<file path="config.mk">
export PLATFORM = sky130hd
export DESIGN_NAME = skew_sr
export DESIGN_NICKNAME = d
export VERILOG_FILES = /design/src/rtl/skew_sr_pkg.sv /design/src/rtl/skew_sr_lane.sv /design/src/rtl/skew_sr.sv
export SDC_FILE = /design/constraint.sdc
export NUM_CORES = 1
export LEC_CHECK = 0
export CORE_MARGIN = 8
export CORE_UTILIZATION = 47
export CTS_CLUSTER_DIAMETER = 200
export DETAILED_ROUTE_END_ITERATION = 10
export PLACE_DENSITY_LB_ADDON = 0.1
export SYNTH_ARGS = -nofsm -noshare
export SYNTH_HDL_FRONTEND = slang
export SYNTH_HIERARCHICAL = 1
export SYNTH_SLANG_ARGS = --single-unit
</file>
<file path="constraint.sdc">
create_clock -name clk -period 1.6 [get_ports clk]
set_input_delay 0.24 -clock clk [delete_from_list [all_inputs] [get_ports clk]]
set_output_delay 0.24 -clock clk [all_outputs]
set_load 0.01 [all_outputs]
</file>
<file path="src/rtl/skew_sr_pkg.sv">
// -----------------------------------------------------------------------------
// skew_sr_pkg
// Shared helpers for the skew/deskew shift register.
//   lane_depth(c, n_ch, base_depth, step, reverse)
//     Number of enabled edges channel c delays its data.
//     reverse = 0 : depth grows with channel index (skew).
//     reverse = 1 : depth shrinks with channel index (deskew).
// -----------------------------------------------------------------------------
package skew_sr_pkg;

  function automatic int lane_depth(input int c,
                                    input int n_ch,
                                    input int base_depth,
                                    input int step,
                                    input int reverse);
    int idx_s;
    if (reverse != 32'sd0) begin
      idx_s = n_ch - 32'sd1 - c;
    end else begin
      idx_s = c;
    end
    return base_depth + idx_s * step;
  endfunction

endpackage

</file>
<file path="src/rtl/skew_sr_lane.sv">
// -----------------------------------------------------------------------------
// skew_sr_lane
// Single-channel delay line of DEPTH stages. Stage 0 captures the input on an
// enabled edge; the last stage drives the outputs directly.
// Ports:
//   clk, rst_n    clock, asynchronous active-low reset
//   i_en          shift enable (0 = hold every stage)
//   i_flush       synchronous clear of the valid stages only
//   i_dat_vld     input valid
//   i_dat         input data
//   o_dat_vld     valid of the last stage
//   o_dat         data of the last stage
//   o_busy        OR of every valid stage in this lane
// -----------------------------------------------------------------------------
module skew_sr_lane #(
  parameter int DEPTH     = 1,
  parameter int DAT_WIDTH = 16
) (
  input  logic                 clk,
  input  logic                 rst_n,
  input  logic                 i_en,
  input  logic                 i_flush,
  input  logic                 i_dat_vld,
  input  logic [DAT_WIDTH-1:0] i_dat,
  output logic                 o_dat_vld,
  output logic [DAT_WIDTH-1:0] o_dat,
  output logic                 o_busy
);

  logic [DEPTH-1:0]                vld_r;
  logic [DEPTH-1:0]                vld_nxt_s;
  logic [DEPTH-1:0][DAT_WIDTH-1:0] dat_r;
  logic [DEPTH-1:0][DAT_WIDTH-1:0] dat_nxt_s;

  // Shifted view of the stages: input enters stage 0, every stage moves up one.
  always_comb begin
    vld_nxt_s    = vld_r;
    dat_nxt_s    = dat_r;
    vld_nxt_s[0] = i_dat_vld;
    dat_nxt_s[0] = i_dat;
    for (int i = 1; i < DEPTH; i++) begin
      vld_nxt_s[i] = vld_r[i-1];
      dat_nxt_s[i] = dat_r[i-1];
    end
  end

  // Valid stages: flush wins over enable so a valid in the flush cycle is lost.
  always_ff @(posedge clk or negedge rst_n) begin
    if (!rst_n) begin
      vld_r <= '0;
    end else if (i_flush) begin
      vld_r <= '0;
    end else if (i_en) begin
      vld_r <= vld_nxt_s;
    end else begin
      vld_r <= vld_r;
    end
  end

  // Data stages shift independently of valid; a flush leaves them untouched.
  always_ff @(posedge clk or negedge rst_n) begin
    if (!rst_n) begin
      dat_r <= '0;
    end else if (i_en && !i_flush) begin
      dat_r <= dat_nxt_s;
    end else begin
      dat_r <= dat_r;
    end
  end

  assign o_dat_vld = vld_r[DEPTH-1];
  assign o_dat     = dat_r[DEPTH-1];
  assign o_busy    = |vld_r;

endmodule

</file>
<file path="src/rtl/skew_sr.sv">
// -----------------------------------------------------------------------------
// skew_sr
// N_CH independent delay lines. Channel c is delayed by
// lane_depth(c, N_CH, BASE_DEPTH, STEP, REVERSE) enabled edges, giving either
// a staircase skew (REVERSE=0) or its inverse deskew (REVERSE=1).
// Ports:
//   clk, rst_n    clock, asynchronous active-low reset
//   i_en          global shift enable, 0 stalls every lane
//   i_flush       synchronous clear of every valid stage
//   i_dat_vld     per-channel input valid             [N_CH]
//   i_dat         packed input data, channel c at [c*DAT_WIDTH +: DAT_WIDTH]
//   o_dat_vld     per-channel output valid            [N_CH]
//   o_dat         packed output data, same packing as i_dat
//   o_busy        high while any valid is in flight in any lane
// -----------------------------------------------------------------------------
module skew_sr
  import skew_sr_pkg::*;
#(
  parameter int N_CH       = 4,
  parameter int DAT_WIDTH  = 16,
  parameter int BASE_DEPTH = 1,
  parameter int STEP       = 1,
  parameter int REVERSE    = 0
) (
  input  logic                      clk,
  input  logic                      rst_n,
  input  logic                      i_en,
  input  logic                      i_flush,
  input  logic [N_CH-1:0]           i_dat_vld,
  input  logic [N_CH*DAT_WIDTH-1:0] i_dat,
  output logic [N_CH-1:0]           o_dat_vld,
  output logic [N_CH*DAT_WIDTH-1:0] o_dat,
  output logic                      o_busy
);

  // Reject configurations that would produce empty or negative-depth lanes.
  if (N_CH < 32'sd1 || DAT_WIDTH < 32'sd1 || BASE_DEPTH < 32'sd1 || STEP < 32'sd0) begin : g_bad_param
    $error("skew_sr: illegal parameters N_CH=%0d DAT_WIDTH=%0d BASE_DEPTH=%0d STEP=%0d",
           N_CH, DAT_WIDTH, BASE_DEPTH, STEP);
  end

  logic [N_CH-1:0] lane_busy_s;

  for (genvar c = 0; c < N_CH; c++) begin : g_lane
    localparam int LANE_DEPTH = lane_depth(c, N_CH, BASE_DEPTH, STEP, REVERSE);

    skew_sr_lane #(
      .DEPTH     (LANE_DEPTH),
      .DAT_WIDTH (DAT_WIDTH)
    ) u_lane (
      .clk       (clk),
      .rst_n     (rst_n),
      .i_en      (i_en),
      .i_flush   (i_flush),
      .i_dat_vld (i_dat_vld[c]),
      .i_dat     (i_dat[c*DAT_WIDTH +: DAT_WIDTH]),
      .o_dat_vld (o_dat_vld[c]),
      .o_dat     (o_dat[c*DAT_WIDTH +: DAT_WIDTH]),
      .o_busy    (lane_busy_s[c])
    );
  end

  // Busy is built purely from flops, so it carries no path from the inputs.
  assign o_busy = |lane_busy_s;

endmodule

</file>
==> flow_summary.toml, run 1 <==
[sta]
whs_ns = 0.294
tightest_slew_ns = 0.378
maxSlewHeadroom_pct = 74.8
hold_viol = 0
drv_slew = 0
fmax_mhz = 472
finalCritPeriodShare_pct = 132
tns_ns = -0.517
setup_slack_ns = -0.517
clock_skew_ns = 0.00628
min_period_ns = 2.12
setup_viol = 1
rsz0062_at_grt = "yes"

[grt]
grt_pass1_wl_um = 22100
grt_usage_pct = 14.3
overflow = 0
grt_pass1_vias = 4047
antenna_found_initial = 2
grt_max_degree = 49

[worst_hold_path]
hold_path_class = "input pin to async pin"

[yosys]
synth_top_cell_by_area = "dfrtp_1"
synth_edf_count = 0
ys.flop_type = "dfrtp_1"
synthesis.nets = 450
syn-instance-count = 378
synth.most_common_cell = "dfrtp_1"
postSynth.asyncResetShare_pct = 100
ys_types = 12
syn_area_um2 = 7050
yosys.area.top_type_share_pct = 60.3
yosysSeqAreaShare_pct = 60.3
syn_area_per_cell_um2 = 18.7
ys_seq_elements = 170
synth_warnings = 6
synth_common_cells = "dfrtp_1 (170), mux2_4 (120), mux2_2 (40), buf_12 (13)"
synth_area_leaders = "dfrtp_1 (60%), mux2_4 (26%), mux2_2 (6.4%), buf_12 (3.7%), mux2i_1 (1.4%)"

[finish]
stdcell_area_um2 = 9370
syn_to_final_growth_pct = 32.9
final_cell_count_no_fill = 745
layout.nets = 619
drive_gt1_share_pct = 40.2
postLayoutCoreUtil_pct = 64.2

[drt]
viasPerCell = 4.82
drtPass1Iterations = 4
met1_length_um = 5930
wl_um = 13200
top_layer_used = "met5"
drt-initial-drc-count = 160
wl_met3_um = 900
wl_per_cell_um = 17.8
drc = 0
antenna_left = 0
wl_met2_um = 6220
routed-via-count = 3591

[floorplanning]
die_w_um = 139
core-area_um2 = 14600
rows = 44
io_pins = 141
die-area_um2 = 19200
start_util_pct = 48.4
fp.dieH_um = 139

[power_and_ir_drop]
ir_drop_v = 0.000723
netSwitchingFraction_pct = 24.0
leakage_nw = 4.59
comb_power_share_pct = 23.9
internal-power_mw = 9.72
power.total_mw = 12.8
power_density_nw_per_um2 = 1360
sequentialPowerShare_pct = 45.5
clock_power_share_pct = 30.6
p_sw_mw = 3.06

[run_status]
status = "finished with violations"
violations = "negative setup slack"

[placement]
pre_cts_ws_ns = -0.453
portBuffers = 140
post_dp_cell_area_um2 = 8710
place_inst = 710
gp_congestion = 0.732
dp_hpwl_um = 9180

[clock_tree]
clk_pin_slew_ns = 0.07
cts_tree = "yes"
root_buffer = "clkbuf_16"
clock_latency_ns = 0.41
cts_buffers = 17
cts_sinks = 170
htreeDepth = 4
clockBufferDepth = 2

[worst_setup_path]
start_kind = "flop"
critPathArrivalTime_ns = 1.88
critical_path.max_fanout = 2
worstPathRequired_ns = 1.36
end_kind = "primary output"
critical_path_class = "flop to primary output"
cpMaxStageDelayCell = "or4_1"
path_cells = "or4_1, or4_4, buf_6"
cpPeakStageDelay_ns = 0.51

[run]
cap_violations = 0
-- power groups by stage --
stage / registers, mW / logic (mW) / clock network [mW]
2_1_floorplan: 6.00 / 1.53 / 0
6_report: 5.82 / 3.06 / 3.91
5_1_grt: 5.96 / 3.28 / 4.18
4_1_cts: 5.85 / 3.19 / 4.03
3_5_place_dp: 5.91 / 3.20 / 0
3_3_place_gp: 5.86 / 3.15 / 0
-- layer usage --
layer	up-vias	global-route usage [%]
met2	95	21.3
met1	1819	18.0
met5	-	0
met4	2	4.98
li1	1659	-
met3	16	6.61
-- critical path, delay by kind of cell, from the launching register on --
kind | cells | cell delay, ns
and+or+nand+nor | 2 | 0.93
DFF | 1 | 0.40
buffers and inverters | 1 | 0.14
-- state kept, by name (all words and copies together) (netlist names) --
signal,cells
g_lane.u_lane/vld_r,9
g_lane.u_lane/dat_nxt_s,96
g_lane.u_lane/o_dat,64
g_lane.u_lane/o_busy,1
-- repair_timing --
item                       4_1_cts  5_1_grt
gates cloned                     0        0
buffers inserted                 1        0
setup endpoints to repair       13       35
hold buffers                     1        0
hold endpoints to repair        33        0
pin swaps                        1        0
resized for setup               18       34
-- worst paths after layout --
kind                                           startpoint                          to  slack, ns  depth (start not counted)
max reg2reg                     g_lane[3].u_lane/vld_r[1]   g_lane[3].u_lane/vld_r[1]       0.71                          3
min in group clk                             i_dat_vld[3]   g_lane[3].u_lane/vld_r[0]       0.43                          3
min reg2reg                g_lane[3].u_lane/dat_nxt_s[58]  g_lane[3].u_lane/o_dat[10]       0.50                          1
max in group asynchronous                           rst_n  g_lane[0].u_lane/o_dat[13]       0.70                          3
max                             g_lane[3].u_lane/vld_r[1]                      o_busy      -0.52                          3
min                                                 rst_n   g_lane[0].u_lane/o_dat[1]       0.29                          2
-- logic make-up (layout without fill, tap and decap cells) --
logic type,count (synthesis),in the layout,synth area share [%]
other,0,1,0
and+or+nand+nor,18,18,1.70
buffers and inverters,20,202,4.65
DFF,170,170,60.3
muxes,170,170,33.3
-- layout make-up --
class                      instances  area [um2]
antenna                            1        2.50
clock buffer                      26         509
clock inverter                     6        61.3
fill                            1107        5220
multi-input combinational        188        2480
sequential                       170        4250
tap                              184         230
timing repair buffer             170        1840
-- cell usage in the layout (no fill, tap or decap) --
master	netlist	routed
nor2_1	10	10
dlygate4sd3_1	0	1
nor2b_4	4	4
buf_6	4	2
clkinvlp_4	0	1
buf_4	3	18
mux2_4	120	120
clkbuf_8	0	5
dlygate4sd2_1	0	12
or2_2	1	1
or3_1	1	1
clkbuf_1	0	4
dlymetal6s2s_1	0	34
mux2i_1	10	10
clkinv_4	0	1
clkinv_2	0	3
mux2_2	40	40
or4_1	2	1
diode_2	0	1
or4_4	0	1
clkbuf_16	0	17
bufinv_16	0	1
dfrtp_1	170	170
clkdlybuf4s50_1	0	92
buf_12	13	11
(Power assumes the default switching activity.)
==> run 2: changes to the inputs <==
Settings changed: CORE_UTILIZATION 47 to 27.
==> run 2 against run 1 <==
  * The flow still finishes with violations (negative setup slack)
  * Count of clock-buffer cells in the layout decreased by 8
  * Power rose by 2.5%
  * Fmax is 0.97% lower
  * Clock skew rose by 0.00095 ns
  * Global-route usage shrank 5.0 points
  * First-iteration DRC count is 24% lower
  * Die area increased by 64%
  * Via count up 2.0%
  * Largest power group unchanged
==> flow_summary.toml, run 2 (same netlist as run 1, synthesis figures left out) <==
[run_status]
status = "finished with violations"
violations = "negative setup slack"

[drt]
drt-initial-drc-count = 121
antenna_left = 0
drc = 0
wl_per_cell_um = 15.5
drtPass1Iterations = 4
viasPerCell = 4.06
wl_um = 14000
routed-via-count = 3663

[grt]
grt_usage_pct = 9.32
grt_pass1_vias = 4198
antenna_found_initial = 0
grt_max_degree = 60
grt_pass1_wl_um = 23200
overflow = 0

[clock_tree]
clock_latency_ns = 0.41
cts_tree = "yes"
clockBufferDepth = 2
cts_sinks = 170
cts_buffers = 17
root_buffer = "clkbuf_16"
clk_pin_slew_ns = 0.07
htreeDepth = 4

[sta]
tightest_slew_ns = 0.332
hold_viol = 0
clock_skew_ns = 0.00723
min_period_ns = 2.14
setup_slack_ns = -0.538
rsz0062_at_grt = "yes"
fmax_mhz = 468
maxSlewHeadroom_pct = 77.9
finalCritPeriodShare_pct = 134
tns_ns = -0.538
setup_viol = 1
drv_slew = 0

[finish]
syn_to_final_growth_pct = 36.9
final_cell_mix = "dfrtp_1 (170), mux2_4 (120), clkdlybuf4s50_1 (80)"
drive_gt1_share_pct = 41.6
largest_register_ffs = 96
n_antenna_cell = 0
layout_commonest_cell = "dfrtp_1"
layout.nets = 627
fill_cells = 2471

[floorplanning]
fp.dieH_um = 178
rows = 59
core-area_um2 = 25800
io_pins = 141
die_w_um = 178
start_util_pct = 27.3
die-area_um2 = 31600

[placement]
gp_congestion = 0.670
portBuffers = 140
dp_hpwl_um = 9750

[worst_setup_path]
cp-startpoint = "g_lane[3].u_lane/vld_r[0]"
path_cells = "or4_4, or4_4, buf_6"
r2r_cells = 3
worstPathRequired_ns = 1.36
crit_top_cell = "or4_4"
critical_path_class = "flop to primary output"
cpMaxStageDelayCell = "or4_4"
critical_path.max_fanout = 2
start_kind = "flop"
critPathArrivalTime_ns = 1.90
cpPeakStageDelay_ns = 0.54
r2r-start = "g_lane[3].u_lane/vld_r[3]"
end_kind = "primary output"

[worst_hold_path]
hold_path_class = "input pin to async pin"

[power_and_ir_drop]
ir_drop_v = 0.000690
leakage_nw = 4.64
power_density_nw_per_um2 = 1360
power.total_mw = 13.1

[run]
cap_violations = 0
## run 2: changes by cell type in the layout (fill, tap and decap cells not counted), sizes merged, moves of 2 or more
cell,change
bufinv,+2
clkinv,-2
dlymetal6s2s,-3
clkbuf,-8
dlygate4sd2,+15
buf,+8
clkdlybuf4s50,-12
inv,+6
## run 2: critical path: cells and delay by family (launching register included)
kind | cells | cell delay [ns]
buffers and inverters | 1 | 0.14
flip-flops | 1 | 0.39
AND/OR/NAND/NOR | 2 | 0.96
## run 2: per-layer routing
metal / vias up / wire [um] / global-route usage [%]
met2: 80 / 6780 / 15.0
met4: 0 / 178 / 3.23
li1: 1685 / - / -
met5: - / 0 / 0
met1: 1889 / 5980 / 11.0
met3: 9 / 1060 / 4.06
## run 2: repair_timing
action	in CTS	in global routing
setup buffers	2	0
hold buffers	1	0
pin swaps	1	1
resized for setup	33	32
setup endpoints to repair	28	32
hold endpoints to repair	25	0
## run 2: worst paths after layout
check                                                       to  slack, ns
worst max-delay path                                    o_busy      -0.54
worst min-delay path            g_lane[3].u_lane/dat_nxt_s[51]       0.27
worst max register to register       g_lane[3].u_lane/vld_r[3]       0.76
worst min register to register      g_lane[2].u_lane/o_dat[15]       0.50
max in group asynchronous           g_lane[0].u_lane/o_dat[12]       0.69
min in group clk                g_lane[2].u_lane/dat_nxt_s[29]       0.43
## run 2: stage by stage
stage	utilization (%)	hold slack, ns	instances	instance area (um2)	worst slack, ns
floorplan	-	-0.0556	378	7060	0.0638
global placement	34.7	0.142	868	8980	-0.476
detailed placement	34.7	0.148	868	8980	-0.485
CTS	37.1	0.263	902	9580	-0.561
global route	37.4	0.278	902	9660	-0.588
finish	37.4	0.268	902	9660	-0.538
## run 2: layout make-up
type / count / area, um2 / share of cell area [%]
Clock buffer: 18 / 429 / 4.44
Clock inverter: 13 / 180 / 1.87
Multi-Input combinational cell: 188 / 2480 / 25.7
Sequential cell: 170 / 4250 / 44.0
Tap cell: 335 / 419 / 4.34
Timing Repair Buffer: 178 / 1900 / 19.6
## run 2: where the power goes
part | total (mW) | leakage (nW) | internal (mW) | switching [mW]
logic | 2.97 | 2.32 | 2.02 | 0.950
clock network | 4.29 | 0.292 | 2.50 | 1.80
registers | 5.84 | 2.03 | 5.28 | 0.555
total | 13.1 | 4.64 | 9.80 | 3.30
==> run 3: changes to the inputs <==
==> constraint.sdc (replaced) <==
create_clock -name clk -period 1.6 [get_ports clk]
set_input_delay 0.24 -clock clk [delete_from_list [all_inputs] [get_ports clk]]
set_output_delay 0.24 -clock clk [all_outputs]
set_load 0.05 [all_outputs]
==> run 3 against run 2 <==
  * The flow still finishes with violations (negative setup slack)
  * Via count is 1.4% lower
  * Clock power is essentially flat
  * First-iteration DRC count increased by 8.3%
  * Register-to-register slack barely moved
  * Count of clock-buffer cells in the layout rose by 1
  * Setup slack lost 0.032 ns
  * Worst hold slack improved by 0.017 ns
  * Routed wire length down 0.29%
  * Final area decreased by 2.9%
  * Power up 11%
  * Sequential power barely moved
  * Final cell count is 0.44% lower
  * Critical endpoint unchanged
  * Largest cell class unchanged
  * Largest power group unchanged
==> flow_summary.toml, run 3 (same netlist as run 1, synthesis figures left out) <==
[run_status]
status = "finished with violations"
violations = "negative setup slack"

[drt]
drc = 0
viasPerCell = 4.02
drt-initial-drc-count = 131
wl_um = 14000
routed-via-count = 3612
wl_per_cell_um = 15.5
drtPass1Iterations = 4
antenna_left = 0

[grt]
grt_max_degree = 47
met3_usage_pct = 3.45
grt_usage_pct = 9.27
grt.met2_usage_pct = 14.4
grt_busiest_layer = "met2"
grt_pass1_wl_um = 23000
grt.met1_usage_pct = 11.6
antenna_found_initial = 0
grt_pass1_vias = 4124
overflow = 0

[clock_tree]
clockBufferDepth = 2
clock_latency_ns = 0.41
cts_sinks = 170
cts_tree = "yes"
clk_pin_slew_ns = 0.07
root_buffer = "clkbuf_16"
htreeDepth = 4
cts_buffers = 17

[worst_setup_path]
cp_num_buf_inv = 1
crit_top_cell = "or4_4"
cpMaxStageDelayCell = "or4_4"
end_kind = "primary output"
start_kind = "flop"
crit_family = "simple AND/OR/NAND/NOR gates"
cpPeakStageDelay_ns = 0.53
critical_path.max_fanout = 2
critPathArrivalTime_ns = 1.93
critical_path_class = "flop to primary output"
worstPathRequired_ns = 1.36
path_cells = "or4_4, or4_4, buf_8"

[finish]
layout_commonest_cell = "dfrtp_1"
layout.nets = 623
n_antenna_cell = 0
syn_to_final_growth_pct = 33.0
largest_register_ffs = 96
final_cell_count_no_fill = 898
stdcell_area_um2 = 9380
final_cell_mix = "dfrtp_1 (167), mux2_4 (120), buf_4 (91)"
drive_gt1_share_pct = 53.8

[sta]
fmax_mhz = 461
finalCritPeriodShare_pct = 136
maxSlewHeadroom_pct = 73.7
setup_slack_ns = -0.569
tightest_slew_ns = 0.395
rsz0062_at_grt = "yes"
tns_ns = -0.569
clock_skew_ns = 0.00869
setup_viol = 1
drv_slew = 0
min_period_ns = 2.17
hold_viol = 0

[floorplanning]
start_util_pct = 27.3
core-area_um2 = 25800
die_w_um = 178
die-area_um2 = 31600
rows = 59
fp.dieH_um = 178
io_pins = 141

[power_and_ir_drop]
leakage_nw = 4.33
power_density_nw_per_um2 = 1550
ir_drop_v = 0.000857

[placement]
portBuffers = 140
gp_congestion = 0.686
dp_hpwl_um = 9860
post_dp_cell_area_um2 = 8760
place_inst = 866

[run]
cap_violations = 0

[worst_hold_path]
hold_path_class = "input pin to async pin"
## run 3: report_power, final
group / total, mW / leakage, nW / internal (mW) / switching (mW)
sequential: 5.85 / 2.02 / 5.28 / 0.569
combinational: 4.46 / 2.00 / 2.03 / 2.42
clock: 4.26 / 0.302 / 2.53 / 1.74
total: 14.6 / 4.33 / 9.84 / 4.73
## run 3: final cells by class
| type | instances | area, um2 |
|---|---|---|
| Fill cell | 2463 | 16500 |
| Multi-Input combinational cell | 188 | 2480 |
| Timing Repair Buffer | 174 | 1620 |
| Clock inverter | 12 | 163 |
| Clock buffer | 19 | 443 |
| Tap cell | 335 | 419 |
| Sequential cell | 170 | 4260 |
## run 3: final timing paths
path | startpoint | endpoint | slack (ns) | cells after the start
min reg2reg | g_lane[2].u_lane/dat_nxt_s[43] | g_lane[2].u_lane/o_dat[11] | 0.50 | 1
min in group clk | i_dat[43] | g_lane[2].u_lane/dat_nxt_s[27] | 0.43 | 2
min | rst_n | g_lane[2].u_lane/dat_nxt_s[31] | 0.29 | 2
max in group asynchronous | rst_n | g_lane[3].u_lane/dat_nxt_s[27] | 0.69 | 3
max reg2reg | g_lane[2].u_lane/vld_r[2] | g_lane[2].u_lane/vld_r[2] | 0.77 | 3
max | g_lane[3].u_lane/vld_r[1] | o_busy | -0.57 | 3
## run 3: through the flow
stage | utilization (%) | hold slack (ns) | worst slack [ns] | total power [mW]
floorplan | - | -0.0556 | -0.0826 | 8.98
global placement | 33.9 | 0.176 | -0.186 | 10.4
detailed placement | 33.9 | 0.182 | -0.228 | 10.4
CTS | 36.3 | 0.282 | -0.603 | 14.9
global route | 36.3 | 0.307 | -0.616 | 15.3
finish | 36.3 | 0.285 | -0.569 | 14.6
## run 3: metal layers
metal | up-vias | wire (um)
met5 | - | 0
met4 | 0 | 163
met3 | 8 | 926
met2 | 80 | 6580
met1 | 1852 | 6290
li1 | 1672 | -
## run 3: timing repair
item                       in CTS  in global routing
resized for setup               3                  0
setup endpoints to repair       1                  1
setup buffers                   0                  0
hold endpoints to repair       33                  0
hold buffers                    1                  0
